`src/rtl/uart_coef_loader.sv`:
```
// rtl/uart_coef_loader.sv - coefficient-load frame parser with shadow buffer, commit and ACK/NAK reply
// Sits between uart_receive and uart_sender; drives the FIR coefficient bank.
module uart_coef_loader #(
  parameter int          NUM_COEF    = 16,
  parameter int          COEF_W      = 16,
  parameter logic [7:0]  HDR_BYTE    = 8'hA5,
  parameter logic [7:0]  ACK_BYTE    = 8'h06,
  parameter logic [7:0]  NAK_BYTE    = 8'h15,
  parameter int          TIMEOUT_CYC = 5_000_000
) (
  input  logic                         sys_clk,
  input  logic                         sys_rst,
  input  logic [7:0]                   rx_data,
  input  logic                         rx_valid,
  input  logic                         tx_busy,
  output logic                         tx_en,
  output logic [7:0]                   tx_data,
  output logic [NUM_COEF*COEF_W-1:0]   coef_bus,
  output logic                         coef_load,
  output logic                         busy,
  output logic                         frame_err
);

  localparam int TMO_W = $clog2(TIMEOUT_CYC + 1);
  localparam int BUS_W = NUM_COEF * COEF_W;

  typedef enum logic [2:0] {
    S_IDLE, S_ADDR, S_LEN, S_DATA_H, S_DATA_L, S_CSUM, S_COMMIT, S_RESP
  } state_t;

  // Reply phases: wait for a free sender, wait for it to start, wait for it to finish.
  typedef enum logic [1:0] {
    R_SEND, R_WAIT_HI, R_WAIT_LO
  } resp_t;

  state_t              state_q, state_d;
  resp_t               resp_q, resp_d;
  logic [7:0]          addr_q, addr_d;
  logic [7:0]          len_q, len_d;
  logic [7:0]          idx_q, idx_d;
  logic [7:0]          cnt_q, cnt_d;
  logic [7:0]          xor_q, xor_d;
  logic [7:0]          hi_q, hi_d;
  logic [TMO_W-1:0]    tmo_q, tmo_d;
  logic [COEF_W-1:0]   shadow_q [NUM_COEF];
  logic [COEF_W-1:0]   shadow_d [NUM_COEF];
  logic [BUS_W-1:0]    coef_bus_q, coef_bus_d;
  logic                coef_load_q, coef_load_d;
  logic                tx_en_q, tx_en_d;
  logic [7:0]          tx_data_q, tx_data_d;
  logic                frame_err_q, frame_err_d;

  logic                in_frame;
  logic                timeout_hit;
  logic                go_resp;
  logic                resp_nak;
  logic [15:0]         rx_word;
  logic [8:0]          len_end;
  logic [8:0]          commit_lo;
  logic [8:0]          commit_hi;

  assign in_frame    = (state_q == S_ADDR) || (state_q == S_LEN) || (state_q == S_DATA_H) ||
                       (state_q == S_DATA_L) || (state_q == S_CSUM);
  // A byte arriving in the expiry cycle wins over the timeout.
  assign timeout_hit = in_frame && !rx_valid && (tmo_q == TMO_W'(TIMEOUT_CYC - 1));
  assign rx_word     = {hi_q, rx_data};
  assign len_end     = {1'b0, addr_q} + {1'b0, rx_data};
  assign commit_lo   = {1'b0, addr_q};
  assign commit_hi   = {1'b0, addr_q} + {1'b0, len_q};

  always_comb begin
    state_d     = state_q;
    resp_d      = resp_q;
    addr_d      = addr_q;
    len_d       = len_q;
    idx_d       = idx_q;
    cnt_d       = cnt_q;
    xor_d       = xor_q;
    hi_d        = hi_q;
    tmo_d       = '0;
    shadow_d    = shadow_q;
    coef_bus_d  = coef_bus_q;
    coef_load_d = 1'b0;
    tx_en_d     = 1'b0;
    tx_data_d   = tx_data_q;
    frame_err_d = 1'b0;
    go_resp     = 1'b0;
    resp_nak    = 1'b0;

    if (in_frame) begin
      tmo_d = rx_valid ? '0 : tmo_q + TMO_W'(1);
    end

    case (state_q)
      S_IDLE: begin
        if (rx_valid && (rx_data == HDR_BYTE)) begin
          state_d = S_ADDR;
        end
      end
      S_ADDR: begin
        if (rx_valid) begin
          addr_d  = rx_data;
          xor_d   = rx_data;
          state_d = S_LEN;
        end
      end
      S_LEN: begin
        if (rx_valid) begin
          xor_d = xor_q ^ rx_data;
          len_d = rx_data;
          if ((rx_data == 8'd0) || (len_end > 9'(NUM_COEF))) begin
            go_resp  = 1'b1;
            resp_nak = 1'b1;
          end else begin
            idx_d   = addr_q;
            cnt_d   = rx_data;
            state_d = S_DATA_H;
          end
        end
      end
      S_DATA_H: begin
        if (rx_valid) begin
          hi_d    = rx_data;
          xor_d   = xor_q ^ rx_data;
          state_d = S_DATA_L;
        end
      end
      S_DATA_L: begin
        if (rx_valid) begin
          xor_d = xor_q ^ rx_data;
          for (int i = 0; i < NUM_COEF; i++) begin
            if (idx_q == 8'(i)) begin
              shadow_d[i] = rx_word[COEF_W-1:0];
            end
          end
          idx_d   = idx_q + 8'd1;
          cnt_d   = cnt_q - 8'd1;
          state_d = (cnt_q == 8'd1) ? S_CSUM : S_DATA_H;
        end
      end
      S_CSUM: begin
        if (rx_valid) begin
          if (rx_data == xor_q) begin
            state_d = S_COMMIT;
          end else begin
            go_resp  = 1'b1;
            resp_nak = 1'b1;
          end
        end
      end
      S_COMMIT: begin
        for (int i = 0; i < NUM_COEF; i++) begin
          if ((9'(i) >= commit_lo) && (9'(i) < commit_hi)) begin
            coef_bus_d[i*COEF_W +: COEF_W] = shadow_q[i];
          end
        end
        coef_load_d = 1'b1;
        go_resp     = 1'b1;
      end
      S_RESP: begin
        case (resp_q)
          R_SEND: begin
            if (!tx_busy) begin
              tx_en_d = 1'b1;
              resp_d  = R_WAIT_HI;
            end
          end
          R_WAIT_HI: begin
            if (tx_busy) begin
              resp_d = R_WAIT_LO;
            end
          end
          default: begin
            if (!tx_busy) begin
              state_d = S_IDLE;
            end
          end
        endcase
      end
      default: state_d = S_IDLE;
    endcase

    if (timeout_hit) begin
      go_resp  = 1'b1;
      resp_nak = 1'b1;
    end

    // Reply byte is latched on entry so it is stable well before tx_en.
    if (go_resp) begin
      state_d     = S_RESP;
      resp_d      = R_SEND;
      tx_data_d   = resp_nak ? NAK_BYTE : ACK_BYTE;
      frame_err_d = resp_nak;
    end
  end

  always_ff @(posedge sys_clk or posedge sys_rst) begin
    if (sys_rst) begin
      state_q     <= S_IDLE;
      resp_q      <= R_SEND;
      addr_q      <= '0;
      len_q       <= '0;
      idx_q       <= '0;
      cnt_q       <= '0;
      xor_q       <= '0;
      hi_q        <= '0;
      tmo_q       <= '0;
      for (int i = 0; i < NUM_COEF; i++) begin
        shadow_q[i] <= '0;
      end
      coef_bus_q  <= '0;
      coef_load_q <= 1'b0;
      tx_en_q     <= 1'b0;
      tx_data_q   <= '0;
      frame_err_q <= 1'b0;
    end else begin
      state_q     <= state_d;
      resp_q      <= resp_d;
      addr_q      <= addr_d;
      len_q       <= len_d;
      idx_q       <= idx_d;
      cnt_q       <= cnt_d;
      xor_q       <= xor_d;
      hi_q        <= hi_d;
      tmo_q       <= tmo_d;
      shadow_q    <= shadow_d;
      coef_bus_q  <= coef_bus_d;
      coef_load_q <= coef_load_d;
      tx_en_q     <= tx_en_d;
      tx_data_q   <= tx_data_d;
      frame_err_q <= frame_err_d;
    end
  end

  assign tx_en     = tx_en_q;
  assign tx_data   = tx_data_q;
  assign coef_bus  = coef_bus_q;
  assign coef_load = coef_load_q;
  assign busy      = (state_q != S_IDLE);
  assign frame_err = frame_err_q;

endmodule
```
`config.mk`:
```
export PLATFORM = sky130hd
export DESIGN_NAME = uart_coef_loader
export DESIGN_NICKNAME = d
export VERILOG_FILES = /design/src/rtl/uart_coef_loader.sv
export SDC_FILE = /design/constraint.sdc
export NUM_CORES = 1
export LEC_CHECK = 0
export CORE_ASPECT_RATIO = 1.2
export CORE_UTILIZATION = 45
export DETAILED_ROUTE_END_ITERATION = 6
export DONT_BUFFER_PORTS = 1
export GPL_ROUTABILITY_DRIVEN = 0
export HOLD_SLACK_MARGIN = 0.08
export PLACE_DENSITY = 0.73
export RECOVER_POWER = 50
export SLEW_MARGIN = 10
export SYNTH_ARGS = -nofsm -noshare
export SYNTH_HDL_FRONTEND = slang
export SYNTH_SLANG_ARGS = --single-unit
```
`constraint.sdc`:
```
create_clock -name sys_clk -period 17.9 [get_ports sys_clk]
set_input_delay 1.79 -clock sys_clk [delete_from_list [all_inputs] [get_ports sys_clk]]
set_output_delay 1.79 -clock sys_clk [all_outputs]
set_load 0.05 [all_outputs]
```
; ---- Yosys cells after proc, flatten, opt, wreduce, memory -nomap -nowiden
; Index checks and enable logic that the tools add are counted.
[word_totals]
ff_bits = 599
in_bits = 12
wordCells = 249
[op_classes]
addsub = 5
n_lt_le_gt_ge = 33
eq_ne = 44
n_mux = 45
n_bitwise = 1
n_reduce_logical = 76
[ops]
columns = operator, count
row1 = "4-bit by 9-bit < comparator with 1-bit output, first input constant", 8
row2 = "8-bit by 4-bit == test with 1-bit output, second input constant", 8
row3 = "4-bit by 8-bit >= comparator with 1-bit output, first input constant", 8
row4 = 8-bit 2-to-1 mux, 8
row5 = 3-bit AND reduction, 17
row6 = 8-bit one-hot mux with 2 select lines, 3
row7 = 23-bit 2-to-1 mux, 2
row8 = 2-bit AND reduction, 19
row9 = "3-bit by 9-bit < comparator with 1-bit output, first input constant", 4
row10 = 3-bit 2-to-1 mux, 12
row11 = "3-bit != test, second input constant", 11
row12 = "8-bit by 3-bit == test with 1-bit output, second input constant", 4
row13 = "3-bit by 8-bit >= comparator with 1-bit output, first input constant", 4
row14 = "23-bit by 1-bit adder with 23-bit output, second input constant", 1
row15 = "23-bit == test, second input constant", 1
row16 = 3-bit one-hot mux with 7 select lines, 1
row17 = 1-bit logical AND, 19
row18 = 8-bit by 8-bit adder with 9-bit output, 2
row19 = "1-bit by 9-bit < comparator with 1-bit output, first input constant", 2
row20 = "2-bit by 9-bit < comparator with 1-bit output, first input constant", 2
row21 = "8-bit by 1-bit == test with 1-bit output, second input constant", 2
row22 = "8-bit by 2-bit == test with 1-bit output, second input constant", 2
row23 = "1-bit by 8-bit >= comparator with 1-bit output, first input constant", 2
row24 = "2-bit by 8-bit >= comparator with 1-bit output, first input constant", 2
row25 = 31 further kinds, 60

; ---- Depth between registers and ports, before layout
[depth]
word_depth = 10
ltp_mapped = 11

; ---- Worst setup path after synthesis
; Ideal clock, no wire load.
[synth_path]
path_kind = in2reg
from = input port rx_data[0]
to = register cnt_q[0]
arrival_ns = 3.879
required_time_ns = 17.774
setup_slack_ns = 13.895
cell_stages = 9
cell_sequence = ha_1 > fa_1 > a2111oi_0 > a31o_2 > o211ai_1 > a211o_1 > buf_2 > and2_4 > a221o_1
[synth_between]
elab_chain_cells = 5
[synth_lines]
columns = element, line_no
row1 = "start, declared", 13  ; input logic [7:0] rx_data,
row2 = 8-bit by 8-bit adder with 9-bit output, 67  ; assign len_end = {1'b0, addr_q} + {1'b0, rx_data};
row3 = 9-bit by 5-bit > comparator with 1-bit output, 111  ; if ((rx_data == 8'd0) || (len_end > 9'(NUM_COEF))) begin
row4 = 1-bit logical OR, 111
row5 = 2-bit != test (no line), n/a
row6 = 4-bit AND reduction (no line), n/a
row7 = "end signal, assigned", 222  ; cnt_q <= cnt_d;
row8 = "end, declared", 41  ; logic [7:0] cnt_q, cnt_d;
; Parallel ways exist; a longest one is shown, timed or not. The select of a mux whose other input is x is not followed.
; A chain may end at the register's enable or synchronous reset.

==> run summary <==
Outcome - finished with violations
Failing checks - max-capacitance violations, max-slew violations
Slew @ Worst Pin - 3.44 ns
Worst hold path class - register to register
Die W - 213 um
Site row count - 92
Final Hold Fails - 0
Wirelength per Cell - 23.9 um
Initial core utilization - 45.7%
Routed WL - 56,300 um
Startpoint types - input port
Die H - 255 um
Reg-to-reg endpoint - shadow_q[178]$_DFFE_PP0P_
Post-synthesis cell area - 0.0240 sq mm
Reg-to-Reg Start - state_q[2]$_DFFE_PP0P_
Residual DRC count - 0
# resized after CTS - 0
Minimum clock period after layout - 5.60 ns
Area after DPL - 0.0246 sq mm
Final Max Tran Viols - 65
Worst vdd ir - 0.0000841 V
Clock latency on the worst-skew pair - 0.61 ns
Yosys top cell area share - 61.8%
Max cap viols - 1
Antenna cells - 0
1st-iter DRT viols - 852
Setup tns final - 0 ns
Vias per cell - 5.61
FMAX - 179 MHz
Post-synth ARST share - 100%
Share of layout cells above drive strength 1 - 38.2%
Total track usage - 20.8%
Cell with the most instances after synthesis - dfrtp_1
Static Leak - 13.3 nW
Filler instances - 4,440
Syn-to-layout area delta - 9.90%
Via count - 13,203
Ys Warns - 0
Commonest cells in the netlist - dfrtp_1, mux2_2, nand2_1
Clk root buf - clkbuf_16
Vias in the first global route - 13,824
WHS Path Cells - 1
Core ar. - 0.0526 sq mm
WS Path Type - input port to async pin
Mean Syn Cell Area - 14.8 sq um
CTS clk-pin slew, worst paths - 0.06 ns
Clock Path Buffers - 3
Mux cell area share after synthesis - 25.2%
Crit path arrival time - 6.23 ns
Top Ports - 280
Post-synthesis compound-gate area fraction - 3.33%
Post-Synth XOR/XNOR Area - 1.42%
R2r setup slk - 14.10 ns
Pwr per Cell Area - 129 mW/mm^2
Period utilization - 31.3%
Port bufs - 0
Post-Syn Instances - 1,629
Post-Synth Simple-Gate Area - 4.77%
Clk sinks - 594
Register area share after synthesis - 61.8%
Routed Antenna Nets - 0
Prevailing post-synth register cell - dfrtp_1
Final nets - 1,642
Synthesized flop and latch total - 594
Post-DP HPWL - 35,900 um
Rel. slew slack - -129%
First-pass GRT wire length - 85,100 um
Largest family of logic cells by synthesized area - multiplexers
Pin count of the biggest net entering global routing - 201
Initial antenna violation count - 3
WP data required - 18.53 ns
Total die area - 0.0543 sq mm
Drt first pass iters - 5
Number of CTS-inserted buffers - 56
Synth top area cells - dfrtp_1, mux2_2, mux2_1, ha_1, xor2_1
Worst setup path startpoint - sys_rst
Post-CTS setup buffers - 0
Design area - 0.0264 sq mm
Beginning of the worst hold path - shadow_q[226]$_DFFE_PP0P_
RSZ-0062 raised after global routing - false
Final core occ - 50.2%
Hold Path Sink - coef_bus[18]$_DFFE_PP0P_
Biggest area consumer among synthesized cells - dfrtp_1
Critical Path End Type - async pin
Post-CTS Hold Buffers - 0
GR Overflow Total - 0
H-tree level count - 2
Post-synth EDFFs - 0
Synth Area in Adders - 1.36%
TritonCTS clock tree - built
Final setup fails - 0
Clk_skew - 0.0276 ns
Worst Reg-to-Reg Cells - 6
Cell variety after synth - 75
Crit-path max FO - 185
==> through the flow <==
| stage | power, mW | cells | hold WS (ns) | setup WS, ns |
|---|---|---|---|---|
| finish | 3.40 | 2354 | 0.486 | 12.30 |
| global route | 3.55 | 2354 | 0.508 | 11.43 |
| CTS | 3.43 | 2354 | 0.485 | 14.09 |
| detailed placement | 2.24 | 2252 | 0.467 | 13.47 |
| global placement | 2.21 | 2252 | 0.463 | 13.55 |
| floorplan | 2.07 | 1632 | 0.452 | 8.01 |
==> power breakdown <==
part           internal, mW  switching (mW)  leakage, nW  total (mW)
Clock                 0.676           0.510        0.913        1.19
Sequential             1.46           0.272         8.17        1.73
Combinational         0.213           0.265         4.20       0.478
Total                  2.35            1.05         13.3        3.40
==> registers in the layout (all words and copies together) (netlist names) <==
signal	flops
coef_bus	256
coef_load	1
tx_data	3
len_q	8
cnt_q	8
idx_q	8
addr_q	8
frame_err	1
state_q	3
tmo_q	23
resp_q	2
tx_en	1
shadow_q	256
hi_q	8
xor_q	8
==> kinds of logic (layout without fill, tap and decap cells) <==
group / count (synthesis) / after routing
buffers and inverters: 110 / 127
AO/OA/AOI/OAI: 102 / 102
XOR/XNOR: 38 / 38
other: 1 / 4
multiplexers: 538 / 538
adder cells (fa/ha/maj): 25 / 25
flip-flops: 594 / 594
AND/OR/NAND/NOR: 221 / 221
==> worst max-delay path: stages <==
cell and delay (ns):
clkinvlp_2 0.07, buf_12 0.60, clkbuf_1 2.47, buf_4 0.99
==> area by class of cell <==
cell class | instances | area (sq um) | share of cell area [%]
Sequential cell | 594 | 14900 | 56.3
Inverter | 14 | 53.8 | 0.204
Tap cell | 705 | 882 | 3.34
Clock buffer | 83 | 1670 | 6.34
Clock inverter | 19 | 175 | 0.663
Multi-Input combinational cell | 928 | 8670 | 32.8
Timing Repair Buffer | 11 | 96.3 | 0.365
==> cells in the final DEF, fill, tap and decap left out, types with 5 or more instances in the layout <==
master	instances
buf_4	6
nand4_1	8
clkbuf_16	57
clkbuf_1	14
mux2_2	497
clkbuf_8	15
nand3_1	28
xor2_1	26
a21oi_1	15
a221o_1	5
o221a_2	9
inv_1	12
nand2_1	60
o21ai_0	25
mux2_1	38
a21o_1	6
clkinv_2	11
a31oi_1	6
and3_1	11
nor2_1	50
nor3_1	6
nor4_1	13
or3_1	6
a211o_1	6
dfrtp_1	594
ha_1	23
xnor2_1	11
and2_1	6
==> how the worst max path moves through the flow <==
stage | end | slack, ns
2_1_floorplan | addr_q[0]$_DFFE_PP0P_ | 8.01
3_3_place_gp | coef_bus[6]$_DFFE_PP0P_ | 13.55
3_5_place_dp | coef_bus[12]$_DFFE_PP0P_ | 13.47
4_1_cts | cnt_q[0]$_DFFE_PP0P_ | 14.09
5_1_grt | shadow_q[246]$_DFFE_PP0P_ | 11.43
6_report | shadow_q[246]$_DFFE_PP0P_ | 12.30
==> per-layer routing <==
layer / up-vias / GRT usage (%) / wire (um) / share of wire, %
li1: 5735 / - / - / -
met1: 7016 / 25.5 / 22400 / 40
met2: 361 / 34.7 / 27600 / 49
met3: 91 / 6.93 / 4740 / 8.4
met4: 0 / 6.52 / 1470 / 2.6
met5: - / 0 / 0 / 0
(Power assumes the default switching activity.)
==> edit (same flow settings) <==
Remove the register `tx_en_q`: a continuous assignment takes its place, so the output `tx_en` follows one clock earlier.
--- a/src/rtl/uart_coef_loader.sv
+++ b/src/rtl/uart_coef_loader.sv
@@ -210,7 +210,6 @@
       end
       coef_bus_q  <= '0;
       coef_load_q <= 1'b0;
-      tx_en_q     <= 1'b0;
       tx_data_q   <= '0;
       frame_err_q <= 1'b0;
     end else begin
@@ -226,11 +225,12 @@
       shadow_q    <= shadow_d;
       coef_bus_q  <= coef_bus_d;
       coef_load_q <= coef_load_d;
-      tx_en_q     <= tx_en_d;
       tx_data_q   <= tx_data_d;
       frame_err_q <= frame_err_d;
     end
   end
+
+  assign tx_en_q = tx_en_d;
 
   assign tx_en     = tx_en_q;
   assign tx_data   = tx_data_q;
Behaviour: not the same (a bounded check fails within 4 cycles, from zero or initial values and one cycle with sys_rst high).
==> edit against the unedited design <==
- the run still ends with max-capacitance violations, max-slew violations left
- power grew 2.1%
- design area grew 0.36%
- worst setup slack lost 1.5 ns
- largest power group unchanged
- sequential cell count shrank 1
- combinational power grew 1%
- first-iteration DRC count shrank 2.0%
- largest cell class unchanged
- routed wire length grew 0.85%
- utilization grew 0.18 points
- highest routed layer unchanged
- count of clock-buffer cells in the layout shrank 9
- area after synthesis shrank 0.10%
==> edit: results (changes against the unedited design) <==
Critical-path top delay cell clkbuf_1; post-synthesis cell type count 75 (unchanged); via/cell ratio 5.602 (-0.12%); largest net degree at the start of global routing 182 (-9.5%); Fillers 4396 (-0.99%); CTS buffer count 57 (+1.8%); clock root cell clkbuf_16; Worst Tran Pin Value 3.722 ns (+0.2843 ns); Yosys top cell area share 61.81% (about the same); maximum vdd drop 0.08182 mV (-2.8%); Power, Total 0.003469 W (+2.1%); Global Route Usage Sum 20.97% (+0.15 points); top post-synthesis cells by area dfrtp_1, mux2_2, mux2_1; Syn. warnings 0 (unchanged); clk_lat worst skew 0.62 ns; Final Skew 0.01905 ns (-0.008586 ns); Pleak 13.31 nW (+0.23%); status finished with violations; vias in the first global route 13894 (+0.51%); Max-cap violations 2 (+1); post-CTS setup buffers 0 (unchanged); IO Port Bufs 0 (unchanged); Post-Route WL 56760 microns (+0.85%); CP peak stage delay 2.69 ns (+0.22 ns); grt ovf 0 (unchanged); clock network power share 36.1% (+1.2 points); clk buf depth 3 (unchanged); Commonest cells post-synth dfrtp_1, mux2_2, nand2_1; number of flops mapped to enable cells by yosys 0 (unchanged); initial antenna violation count 3 (unchanged); asr flop ratio synth 100.0% (unchanged); P_seq 0.00173 W (about the same); Final nets 1643 (+0.061%); share of cells above drive strength 1 38.35% (+0.14 points); flop2flop setup slack 14.20 ns (+0.10 ns); initial DRC count 835 (-2.0%); Syn Inst Count 1628 (-0.061%); critical path fanouts, max 79 (-57%); DP HPWL 36510 microns (+1.6%); Routed Antenna Nets 0 (unchanged); Net Sw Frac 30.70% (-0.11 points); # H-tree levels 2 (unchanged); first-pass GRT wire length 85750 microns (+0.81%); crit-path leading delay family buffers and inverters; failing checks max-capacitance violations, max-slew violations; hold crit path type flop to flop; Final Max Tran Viols 117 (+80%); CP arrival 7.71 ns (+1.48 ns); cts repair resizes 0 (unchanged); Clk pin slew, worst setup/hold paths 0.06 ns (about the same); First-pass DRT Iterations 5 (unchanged); Seq/Total Area, Yosys 61.81% (about the same)
## edit: changes by cell type in the layout (fill, tap and decap cells not counted), sizes merged
cell,delta
buf,+1
dfrtp,-1
diode,+1
bufinv,+6
clkinv,+2
clkbuf,-9
## edit: cell type report
cell class	instances	area (sq um)	share of cell area, %
Tap cell	705	882.1	3.328
Timing Repair Buffer	12	91.34	0.3446
Clock inverter	27	400.4	1.511
Multi-Input combinational cell	928	8677	32.74
Sequential cell	593	14840	55.98
Clock buffer	74	1560	5.886
Inverter	14	53.80	0.2030
Antenna cell	1	2.502	0.009441
## edit: path summary, 6_finish.rpt
| kind | cells past startpoint | to | startpoint |
|---|---|---|---|
| min | 1 | coef_bus[59]$_DFFE_PP0P_ | shadow_q[203]$_DFFE_PP0P_ |
| max in group sys_clk | 1 | tx_en | tx_busy |
| min in group asynchronous | 1 | tmo_q[1]$_DFF_PP0_ | sys_rst |
| max | 4 | shadow_q[255]$_DFFE_PP0P_ | sys_rst |
| max reg2reg | 6 | shadow_q[179]$_DFFE_PP0P_ | state_q[2]$_DFFE_PP0P_ |
| min reg2reg | 1 | coef_bus[59]$_DFFE_PP0P_ | shadow_q[203]$_DFFE_PP0P_ |
## edit: cell families (layout without fill, tap and decap cells)
kind of cell | Yosys count | in the layout | synth area share [%]
AO/OA/AOI/OAI | 102 | 102 | 3.335
XOR/XNOR | 38 | 38 | 1.418
adder cells (fa/ha/maj) | 25 | 25 | 1.365
buffers and inverters | 110 | 127 | 2.064
flip-flops | 593 | 593 | 61.81
multiplexers | 538 | 538 | 25.22
other | 1 | 5 | 0.01562
AND/OR/NAND/NOR | 221 | 221 | 4.774
## edit: metrics by stage
step | utilization [%] | setup WS (ns) | instance area, sq um | hold WS, ns | instances
2_1_floorplan | - | 8.025 | 24020 | 0.4522 | 1631
3_3_place_gp | 46.72 | 12.67 | 24570 | 0.4617 | 2252
3_5_place_dp | 46.72 | 12.55 | 24570 | 0.4707 | 2252
4_1_cts | 50.44 | 13.20 | 26540 | 0.4844 | 2353
5_1_grt | 50.38 | 9.536 | 26500 | 0.5080 | 2353
6_report | 50.39 | 10.80 | 26510 | 0.4817 | 2354
## edit: worst register-to-register path: stages, from the launching register on
cell and delay [ns]:
dfrtp_1 0.64, nor3b_1 0.24, clkbuf_1 0.65, nand2_1 0.44, nor3b_2 0.41, nand2_1 0.66, mux2_2 0.53
## edit: metal layers
layer	track usage [%]	share of wire (%)
met1	25.43	40
met5	0	0
met3	7.031	8.2
met4	7.091	2.9
met2	34.92	49
